===== config.mk =====
export PLATFORM = sky130hd
export DESIGN_NAME = alu_reservation_station
export DESIGN_NICKNAME = d
export VERILOG_FILES = /design/src/rtl/alu_reservation_station.sv
export SDC_FILE = /design/constraint.sdc
export NUM_CORES = 2
export LEC_CHECK = 0
export CELL_PAD_IN_SITES_DETAIL_PLACEMENT = 1
export CELL_PAD_IN_SITES_GLOBAL_PLACEMENT = 2
export CORE_MARGIN = 2
export CORE_UTILIZATION = 43
export CTS_BUF_LIST = sky130_fd_sc_hd__clkbuf_4 sky130_fd_sc_hd__clkbuf_8
export CTS_CLUSTER_DIAMETER = 40
export DETAILED_ROUTE_END_ITERATION = 12
export GPL_TIMING_DRIVEN = 0
export PLACE_DENSITY = 0.94
export SETUP_SLACK_MARGIN = 0.1
export SYNTH_ARGS = -nofsm -noshare
export SYNTH_HDL_FRONTEND = slang
export SYNTH_SLANG_ARGS = --single-unit

===== constraint.sdc =====
create_clock -name clk_in -period 35.8 [get_ports clk_in]
set_input_delay 3.58 -clock clk_in [delete_from_list [all_inputs] [get_ports clk_in]]
set_output_delay 3.58 -clock clk_in [all_outputs]
set_load 0.01 [all_outputs]

===== src/rtl/alu_reservation_station.sv =====
// Reservation station in front of the scalar ALU: buffers dispatched ops, wakes
// operands from the ALU and load/store broadcast buses, issues one ready entry per cycle.
module alu_reservation_station #(
  parameter int RS_SIZE_BIT = 3,
  parameter int TYPE_BIT    = 6,
  parameter int ROB_BIT     = 4
) (
  input  logic                clk_in,
  input  logic                rst_in,
  input  logic                rdy_in,
  input  logic                flush,
  input  logic                inst_valid,
  input  logic [TYPE_BIT-1:0] inst_type,
  input  logic                inst_r1_has_dep,
  input  logic [ROB_BIT-1:0]  inst_r1_dep,
  input  logic [31:0]         inst_r1_val,
  input  logic                inst_r2_has_dep,
  input  logic [ROB_BIT-1:0]  inst_r2_dep,
  input  logic [31:0]         inst_r2_val,
  input  logic [ROB_BIT-1:0]  inst_rob_id,
  output logic                full,
  input  logic                alu_res_ready,
  input  logic [ROB_BIT-1:0]  alu_res_rob_id,
  input  logic [31:0]         alu_res_value,
  input  logic                lsb_res_ready,
  input  logic [ROB_BIT-1:0]  lsb_res_rob_id,
  input  logic [31:0]         lsb_res_value,
  output logic                alu_valid,
  output logic [TYPE_BIT-1:0] alu_type,
  output logic [31:0]         alu_r1,
  output logic [31:0]         alu_r2,
  output logic [ROB_BIT-1:0]  alu_rob_id
);

  localparam int unsigned RS_SIZE = 1 << RS_SIZE_BIT;

  logic [RS_SIZE-1:0]  busy_q, busy_d;
  logic [TYPE_BIT-1:0] type_q [RS_SIZE];
  logic [TYPE_BIT-1:0] type_d [RS_SIZE];
  logic [ROB_BIT-1:0]  rob_q  [RS_SIZE];
  logic [ROB_BIT-1:0]  rob_d  [RS_SIZE];
  logic [RS_SIZE-1:0]  h1_q, h1_d, h2_q, h2_d;
  logic [ROB_BIT-1:0]  dep1_q [RS_SIZE];
  logic [ROB_BIT-1:0]  dep1_d [RS_SIZE];
  logic [ROB_BIT-1:0]  dep2_q [RS_SIZE];
  logic [ROB_BIT-1:0]  dep2_d [RS_SIZE];
  logic [31:0]         val1_q [RS_SIZE];
  logic [31:0]         val1_d [RS_SIZE];
  logic [31:0]         val2_q [RS_SIZE];
  logic [31:0]         val2_d [RS_SIZE];

  logic                alu_valid_q, alu_valid_d;
  logic [TYPE_BIT-1:0] alu_type_q, alu_type_d;
  logic [31:0]         alu_r1_q, alu_r1_d, alu_r2_q, alu_r2_d;
  logic [ROB_BIT-1:0]  alu_rob_id_q, alu_rob_id_d;

  logic [RS_SIZE_BIT-1:0] sel, free;
  logic                   sel_found, free_found;

  function automatic logic hit(input logic rdy, input logic [ROB_BIT-1:0] bus,
                               input logic [ROB_BIT-1:0] dep);
    return rdy && (bus == dep);
  endfunction

  assign full       = &busy_q;
  assign alu_valid  = alu_valid_q;
  assign alu_type   = alu_type_q;
  assign alu_r1     = alu_r1_q;
  assign alu_r2     = alu_r2_q;
  assign alu_rob_id = alu_rob_id_q;

  always_comb begin
    busy_d = busy_q;  type_d = type_q;  rob_d = rob_q;
    h1_d = h1_q;  dep1_d = dep1_q;  val1_d = val1_q;
    h2_d = h2_q;  dep2_d = dep2_q;  val2_d = val2_q;
    alu_valid_d  = alu_valid_q;
    alu_type_d   = alu_type_q;
    alu_r1_d     = alu_r1_q;
    alu_r2_d     = alu_r2_q;
    alu_rob_id_d = alu_rob_id_q;
    sel = '0;  sel_found = 1'b0;
    free = '0; free_found = 1'b0;

    // Select and free-slot search both look only at registered state.
    for (int unsigned i = 0; i < RS_SIZE; i++) begin
      if (!sel_found && busy_q[i] && !h1_q[i] && !h2_q[i]) begin
        sel = RS_SIZE_BIT'(i);
        sel_found = 1'b1;
      end
      if (!free_found && !busy_q[i]) begin
        free = RS_SIZE_BIT'(i);
        free_found = 1'b1;
      end
    end

    if (rdy_in) begin
      if (flush) begin
        busy_d      = '0;
        alu_valid_d = 1'b0;
      end else begin
        for (int unsigned i = 0; i < RS_SIZE; i++) begin
          if (busy_q[i]) begin
            if (h1_q[i] && hit(alu_res_ready, alu_res_rob_id, dep1_q[i])) begin
              h1_d[i] = 1'b0; val1_d[i] = alu_res_value;
            end else if (h1_q[i] && hit(lsb_res_ready, lsb_res_rob_id, dep1_q[i])) begin
              h1_d[i] = 1'b0; val1_d[i] = lsb_res_value;
            end
            if (h2_q[i] && hit(alu_res_ready, alu_res_rob_id, dep2_q[i])) begin
              h2_d[i] = 1'b0; val2_d[i] = alu_res_value;
            end else if (h2_q[i] && hit(lsb_res_ready, lsb_res_rob_id, dep2_q[i])) begin
              h2_d[i] = 1'b0; val2_d[i] = lsb_res_value;
            end
          end
        end

        alu_valid_d = sel_found;
        if (sel_found) begin
          alu_type_d   = type_q[sel];
          alu_r1_d     = val1_q[sel];
          alu_r2_d     = val2_q[sel];
          alu_rob_id_d = rob_q[sel];
          busy_d[sel]  = 1'b0;
        end

        if (inst_valid && free_found) begin
          busy_d[free] = 1'b1;
          type_d[free] = inst_type;
          rob_d[free]  = inst_rob_id;
          h1_d[free] = inst_r1_has_dep; dep1_d[free] = inst_r1_dep; val1_d[free] = inst_r1_val;
          h2_d[free] = inst_r2_has_dep; dep2_d[free] = inst_r2_dep; val2_d[free] = inst_r2_val;
          if (inst_r1_has_dep && hit(alu_res_ready, alu_res_rob_id, inst_r1_dep)) begin
            h1_d[free] = 1'b0; val1_d[free] = alu_res_value;
          end else if (inst_r1_has_dep && hit(lsb_res_ready, lsb_res_rob_id, inst_r1_dep)) begin
            h1_d[free] = 1'b0; val1_d[free] = lsb_res_value;
          end
          if (inst_r2_has_dep && hit(alu_res_ready, alu_res_rob_id, inst_r2_dep)) begin
            h2_d[free] = 1'b0; val2_d[free] = alu_res_value;
          end else if (inst_r2_has_dep && hit(lsb_res_ready, lsb_res_rob_id, inst_r2_dep)) begin
            h2_d[free] = 1'b0; val2_d[free] = lsb_res_value;
          end
        end
      end
    end
  end

  always_ff @(posedge clk_in or posedge rst_in) begin
    if (rst_in) begin
      busy_q <= '0;
      h1_q   <= '0;
      h2_q   <= '0;
      for (int unsigned i = 0; i < RS_SIZE; i++) begin
        type_q[i] <= '0;  rob_q[i]  <= '0;
        dep1_q[i] <= '0;  val1_q[i] <= '0;
        dep2_q[i] <= '0;  val2_q[i] <= '0;
      end
      alu_valid_q  <= 1'b0;
      alu_type_q   <= '0;
      alu_r1_q     <= '0;
      alu_r2_q     <= '0;
      alu_rob_id_q <= '0;
    end else begin
      busy_q <= busy_d;  type_q <= type_d;  rob_q <= rob_d;
      h1_q <= h1_d;  dep1_q <= dep1_d;  val1_q <= val1_d;
      h2_q <= h2_d;  dep2_q <= dep2_d;  val2_q <= val2_d;
      alu_valid_q  <= alu_valid_d;
      alu_type_q   <= alu_type_d;
      alu_r1_q     <= alu_r1_d;
      alu_r2_q     <= alu_r2_d;
      alu_rob_id_q <= alu_rob_id_d;
    end
  end

endmodule


* After elaboration in Yosys (flattened, before gate mapping)
Index checks and enable logic that the tools add are counted.
** Cells by class
- $lt $le $gt $ge :: 7
- Equality and inequality tests :: 36
- Mux-type cells :: 242
- Bitwise operators :: 9
- Reduce and logical (&&, ||, !) cells :: 146
** Operator list (number)
- 32-bit two-way mux :: 85
- 256-bit bitwise mux :: 6
- 256-bit two-way mux :: 6
- 32-bit binary-select mux with 3-bit select :: 2
- 4-bit == test :: 36
- 1-bit logical AND :: 106
- 1-bit two-way mux :: 101
- 32-bit bitwise mux :: 3
- 32-bit demux with 3-bit select :: 1
- 8-bit two-way mux :: 11
- 48-bit bitwise mux :: 1
- 1-bit logical NOT :: 36
- 3-bit two-way mux :: 12
- 8-bit bitwise AND :: 3
- 6-bit binary-select mux with 3-bit select :: 1
- 6-bit demux with 3-bit select :: 1
- 6-bit two-way mux :: 3
- 8-bit bitwise mux :: 2
- 8-bit inverter :: 2
- 4-bit binary-select mux with 3-bit select :: 1
- 4-bit demux with 3-bit select :: 1
- 4-bit two-way mux :: 3
- 4-bit greater-or-equal comparator, second input constant :: 2
- 3-bit by 4-bit < comparator with 1-bit output, second input constant :: 2
- other kinds (9) :: 13
** Word-level totals
- Bits in registers :: 755
- Output and inout bits :: 76
- Logic and storage cells :: 496

* Longest topological paths before layout
- Depth after elaboration :: 51
- Depth in mapped cells :: 10
- Depth with buffers taken out :: 6

* Least setup slack after synthesis
OpenSTA, ideal clock, no wires.
- Path type :: input port to flip-flop
- Start :: in lsb_res_rob_id[2]
- End :: reg val1_q[106] in the netlist's numbering
- Setup time :: 0.126 ns
- Arrival :: 5.385 ns
- Required time :: 35.674 ns
- Setup slack :: 30.289 ns
- Stages :: 8
- Cells stage by stage :: buf_4 > xor2_1 > or4_1 > buf_2 > buf_6 > mux2i_1 > a21oi_1 > a221o_1
** Between the ends
- Longest elaborated chain between the ends :: 13
- Elaborated cells on any way between the ends :: 17
- Classes of those cells :: eq/ne (2); mux (11); reduce/logical (4)
** Ends and longest elaborated chain
- from (decl) :: RTL line 26 : input logic [ROB_BIT-1:0] lsb_res_rob_id,
- 4-bit == test :: RTL line 62 : return rdy && (bus == dep);
- 1-bit logical AND :: RTL line 62
- 1-bit logical AND :: RTL line 105 : end else if (h1_q[i] && hit(lsb_res_ready, lsb_res_rob_id, dep1_q[i])) begin
- 32-bit two-way mux :: RTL line 105
- 32-bit two-way mux :: RTL line 103 : if (h1_q[i] && hit(alu_res_ready, alu_res_rob_id, dep1_q[i])) begin
- 32-bit two-way mux :: RTL line 102 : if (busy_q[i]) begin
- 32-bit two-way mux :: RTL line 97 : if (flush) begin
- 32-bit two-way mux :: RTL line 96 : if (rdy_in) begin
- 256-bit bitwise mux :: RTL line 129 : h1_d[free] = inst_r1_has_dep; dep1_d[free] = inst_r1_dep; val1_d[free] = inst_r1_val;
- 256-bit bitwise mux :: RTL line 134 : h1_d[free] = 1'b0; val1_d[free] = lsb_res_value;
- 256-bit two-way mux :: RTL line 133 : end else if (inst_r1_has_dep && hit(lsb_res_ready, lsb_res_rob_id, inst_r1_dep)) begin
- 256-bit two-way mux :: RTL line 131 : if (inst_r1_has_dep && hit(alu_res_ready, alu_res_rob_id, inst_r1_dep)) begin
- 256-bit two-way mux * :: RTL line 125 : if (inst_valid && free_found) begin
- to (signal, indexed assignment) :: RTL line 153 : dep1_q[i] <= '0; val1_q[i] <= '0;
- to (signal assigned) :: RTL line 163 : h1_q <= h1_d; dep1_q <= dep1_d; val1_q <= val1_d;
- to (decl) :: RTL line 47 : logic [31:0] val1_q [RS_SIZE];
Every way passes the cells marked *; elsewhere a longest branch is shown, timed or not. The select of a mux whose other input is x is not followed.
A chain may end at the register's enable or synchronous reset.

* Final worst setup path
- Start :: in rdy_in
- End :: reg val2_q[144] in the netlist's numbering
** Between the ends
- Longest elaborated chain between the ends :: 1
** Ends and longest elaborated chain
- from (decl) :: RTL line 10 : input logic rdy_in,
- 2-bit AND reduction (no line)
- to (signal, indexed assignment) :: RTL line 154 : dep2_q[i] <= '0; val2_q[i] <= '0;
- to (signal assigned) :: RTL line 164 : h2_q <= h2_d; dep2_q <= dep2_d; val2_q <= val2_d;
- to (decl) :: RTL line 49 : logic [31:0] val2_q [RS_SIZE];
No other way between the ends.

==> implementation parameters <==
Parameter                              Value

Placed design
  Placed Instances ... between 6,000 and 7,000
  Post-DP Area ... between 50,000 and 60,000 µm²
  Setup WS pre-CTS ... 27,910 ps
  Buffers added on ports ... approximately 160
  Weighted congestion at the end of routability-driven global placement ... ~0.98
  Half-perimeter wire length after placement ... ~180,000 µm

Clock network
  H-tree depth ... 4
  TritonCTS sink count ... between 700 and 800
  Clock tree from TritonCTS ... done
  Setup Fix Bufs, Post-CTS ... 0
  TritonCTS Buffers ... 162
  Buffer cell driving the clock tree root ... clkbuf_8
  Post-CTS resize count ... 0
  Clock Latency Late Sink ... 910 ps
  Clock Path Buffers ... 3
  Cts-stage hold buffer count ... 0
  Reg clk slew, reported paths ... approximately 60 ps

Run status
  Result of the run ... finished, violations left
  Violations in the final reports ... max-capacitance violations, max-slew violations

Floorplanning
  Placeable core region ... about 110,000 µm²
  Cell row count ... around 120
  Effective utilization at floorplan ... 0.4330
  Die area ... about 110,000 µm²
  Number of top-level pins ... between 200 and 250
  Die width ... approximately 340 µm
  Die span in y ... around 340 µm

Route
  Number of design-rule violations left by the first detailed-router iteration ... just under 7,000
  Number of design rule violations left after detail routing ... 0
  Routed WL per cell ... between 30 and 40 µm
  Number of vias in the routed layout ... 49,380
  Via density ... between 7 and 8
  Overall routed net length ... about 240,000 µm
  Total iterations of the first detailed-routing run ... 10
  Detail Route Antenna Nets ... 0

Yosys
  Number of unique standard cell types used by synthesis ... 70
  Leading register cell type out of synthesis ... dfrtp_1
  Fraction of the mapped netlist area in compound gates ... 0.2926
  Main combinational cell family by area after synthesis ... compound AO/OA/AOI/OAI gates
  Syn Inst Count ... 5,154
  Net count of the mapped netlist ... between 5,000 and 6,000
  Largest area contributor in the netlist ... dfrtp_1
  Biggest area contributors in the synthesized netlist ... dfrtp_1 40%, mux2i_1 8.4%, a221o_1 5.4%
  Synth Area in Adders ... 0
  Multiplexer share of the synthesized area ... 0.1035
  Synthesized area ... 47,130 µm²
  Synth top area share ... 0.4008
  Share of flip-flops with an asynchronous set or reset ... 1.000
  Total of flip-flops plus latches after synthesis ... between 700 and 800
  Mean post-synth cell area ... 9.145 µm²
  Proportion of synthesized chip area in sequential cells ... 0.4008
  Share of synthesized cell area in and, or, nand and nor gates ... 0.1025
  Synth warnings ... 0
  Xor and xnor area share after synthesis ... 0.02397
  EDFF count, synth ... 0

Worst setup path
  List of cells traversed by the critical path ... clkdlybuf4s50_1 -> nor2b_1 -> buf_2 -> nand2_1 -> nor3b_1 -> nor2_1 -> clkbuf_1 -> a221oi_1
  Total buffers and inverters traversed by the critical path ... 3
  Crit Path Max Fanout ... 10
  Cell count of the worst reg-to-reg path ... 8
  Worst Setup Path Type ... primary input to register
  Number of stages on the worst setup path ... 8
  WP data arrival ... between 8000 and 9000 ps
  Required arrival time at the worst endpoint ... between 30,000 and 40,000 ps
  Endpoint type of the worst setup path ... register
  Critical path's top delay family ... simple AND/OR/NAND/NOR gates
  Critical Path Source Type ... primary input
  Master of the slowest instance on the critical path ... nor3b_1
  Largest incremental delay on the critical path ... 1300 ps

Layout
  Cell Count, Final, Fillers Out ... between 7,000 and 8,000
  Area growth from synthesis to layout ... 15.33%
  Area occupied by registers ... around 19,000 µm²
  Finished Cell Area ... between 50,000 and 60,000 µm²
  Layout cells sized above 1 ... 0.1205
  Fill cell total of the finished layout ... roughly 13,000
  Commonest non-fill, non-tap cell in the layout ... dfrtp_1
  Final Net Count ... about 5,700
  Multi-input combinational cell area ... 24,640 µm²
  Most used cells in the layout excluding fill and tap cells ... 755 x dfrtp_1, 451 x clkbuf_1, 394 x mux2i_1

Min path
  Class of the most critical hold timing path ... register to register
  Hold Path Depth ... 2

Pwr
  Leakage power figure ... 23.84 nW
  Worst vdd ir ... between 0.03 and 0.04 mV
  Power density over cell area ... between 40 and 50 nW/µm²

Timing
  Final-report setup violation count ... 0
  Hold Vio Cnt, Final ... 0
  Max frequency ... roughly 140 MHz
  Worst Skew ... between 40 and 50 ps
  Final setup TNS ... 0 ps
  Actual transition at the worst max-transition pin ... between 1500 and 2000 ps
  Setup repair after global routing missed its margin ... no
  Minimum setup slack in the final design ... 28,510 ps
  Number of max-slew violations in the final report ... 20
  Minimum clock period after layout ... roughly 7300 ps
  Worst-case headroom to the max-slew limit ... -0.03980
  Final period utilization ... 0.2037

Run
  Number of maximum-capacitance violations ... 3

GRT
  Pin count of the biggest net entering global routing ... approximately 120
  Global router's overall resource usage ... 0.4168
  Wire length of the first global-routing pass ... between 300,000 and 400,000 µm
  Number of antenna violations at the first check in global routing ... 13
  Overall overflow remaining after global route ... 0
  Via count of the first global-routing pass ... approximately 51,000
through the flow:
step	hold WS (ps)	utilization	total power, mW
2_1_floorplan	441.7	-	1.351
3_3_place_gp	455.6	0.4641	1.527
3_5_place_dp	464.3	0.4663	1.551
4_1_cts	479.8	0.4991	2.595
5_1_grt	492.1	0.4991	2.693
6_report	478.3	0.4994	2.618
cells in the mapped netlist, types with 52 or more instances:
cell	n
a222oi_1	98
o22ai_1	234
buf_2	105
dfrtp_1	755
o21ai_0	291
a21oi_1	223
xnor2_1	52
mux2_2	83
o221ai_1	79
a221oi_1	128
inv_1	249
a221o_1	256
o211ai_1	116
nand2_1	306
a211oi_1	96
nand3_1	198
xor2_1	77
clkbuf_1	451
buf_1	53
mux2i_1	394
nor2_1	354
nor3_1	57
cell type report:
| cell class | instances | area share |
|---|---|---|
| Inverter | 250 | 0.01740 |
| Timing Repair Buffer | 171 | 0.03372 |
| Buffer | 637 | 0.04910 |
| Clock buffer | 230 | 0.05432 |
| Clock inverter | 62 | 0.01135 |
| Antenna cell | 13 | 0.0005985 |
| Sequential cell | 755 | 0.3476 |
| Tap cell | 1414 | 0.03255 |
| Multi-Input combinational cell | 3512 | 0.4534 |
sequential cells by signal, indices dropped and copies added (netlist names):
signal,cells
alu_valid,1
dep2_q,32
alu_r2,32
dep1_q,32
alu_type,6
busy_q,8
val2_q,256
val1_q,256
h2_q,8
h1_q,8
rob_q,32
alu_r1,32
type_q,48
alu_rob_id,4
power by group:
part | internal [mW] | switching (mW) | total, mW
combinational | 0.202 | 0.320 | 0.522
sequential | 0.957 | 0.0811 | 1.04
clock | 0.605 | 0.453 | 1.06
total | 1.76 | 0.854 | 2.62
worst reg2reg max path, delay by kind of cell, from the launching register on:
family,cells,cell delay [ps]
buffers and inverters,3,2070
DFF,1,490
and+or+nand+nor,3,1340
AOI/OAI and AO/OA,2,340
metal layers:
metal	up-vias	wire length (µm)	part of all wire	GRT usage
li1	20190	-	-	-
met1	25120	92620	0.39	0.5302
met2	3236	103400	0.43	0.6208
met3	819	26020	0.11	0.1180
met4	8	16760	0.070	0.2691
met5	-	51	0.00021	0
final timing paths:
path / startpoint / to / slack [ps]
hold / removal: type_q[36]$_DFFE_PP0P_ / type_q[36]$_DFFE_PP0P_ / 480
min in group asynchronous: rst_in / val1_q[129]$_DFFE_PP0P_ / 3140
max in group asynchronous: rst_in / val2_q[79]$_DFFE_PP0P_ / 30730
setup / recovery: rdy_in / val2_q[144]$_DFFE_PP0P_ / 28510
setup reg to reg: h1_q[0]$_DFFE_PP0P_ / alu_r2[28]$_DFFE_PP0P_ / 31460
hold reg to reg: type_q[36]$_DFFE_PP0P_ / type_q[36]$_DFFE_PP0P_ / 480
cell families after synthesis:
group | after synthesis
AOI/OAI and AO/OA | 1830
and+or+nand+nor | 1076
buffers and inverters | 887
DFF | 755
muxes | 477
xor gates and xnor gates | 129
Note: power is estimated with default switching activity, not from simulation.
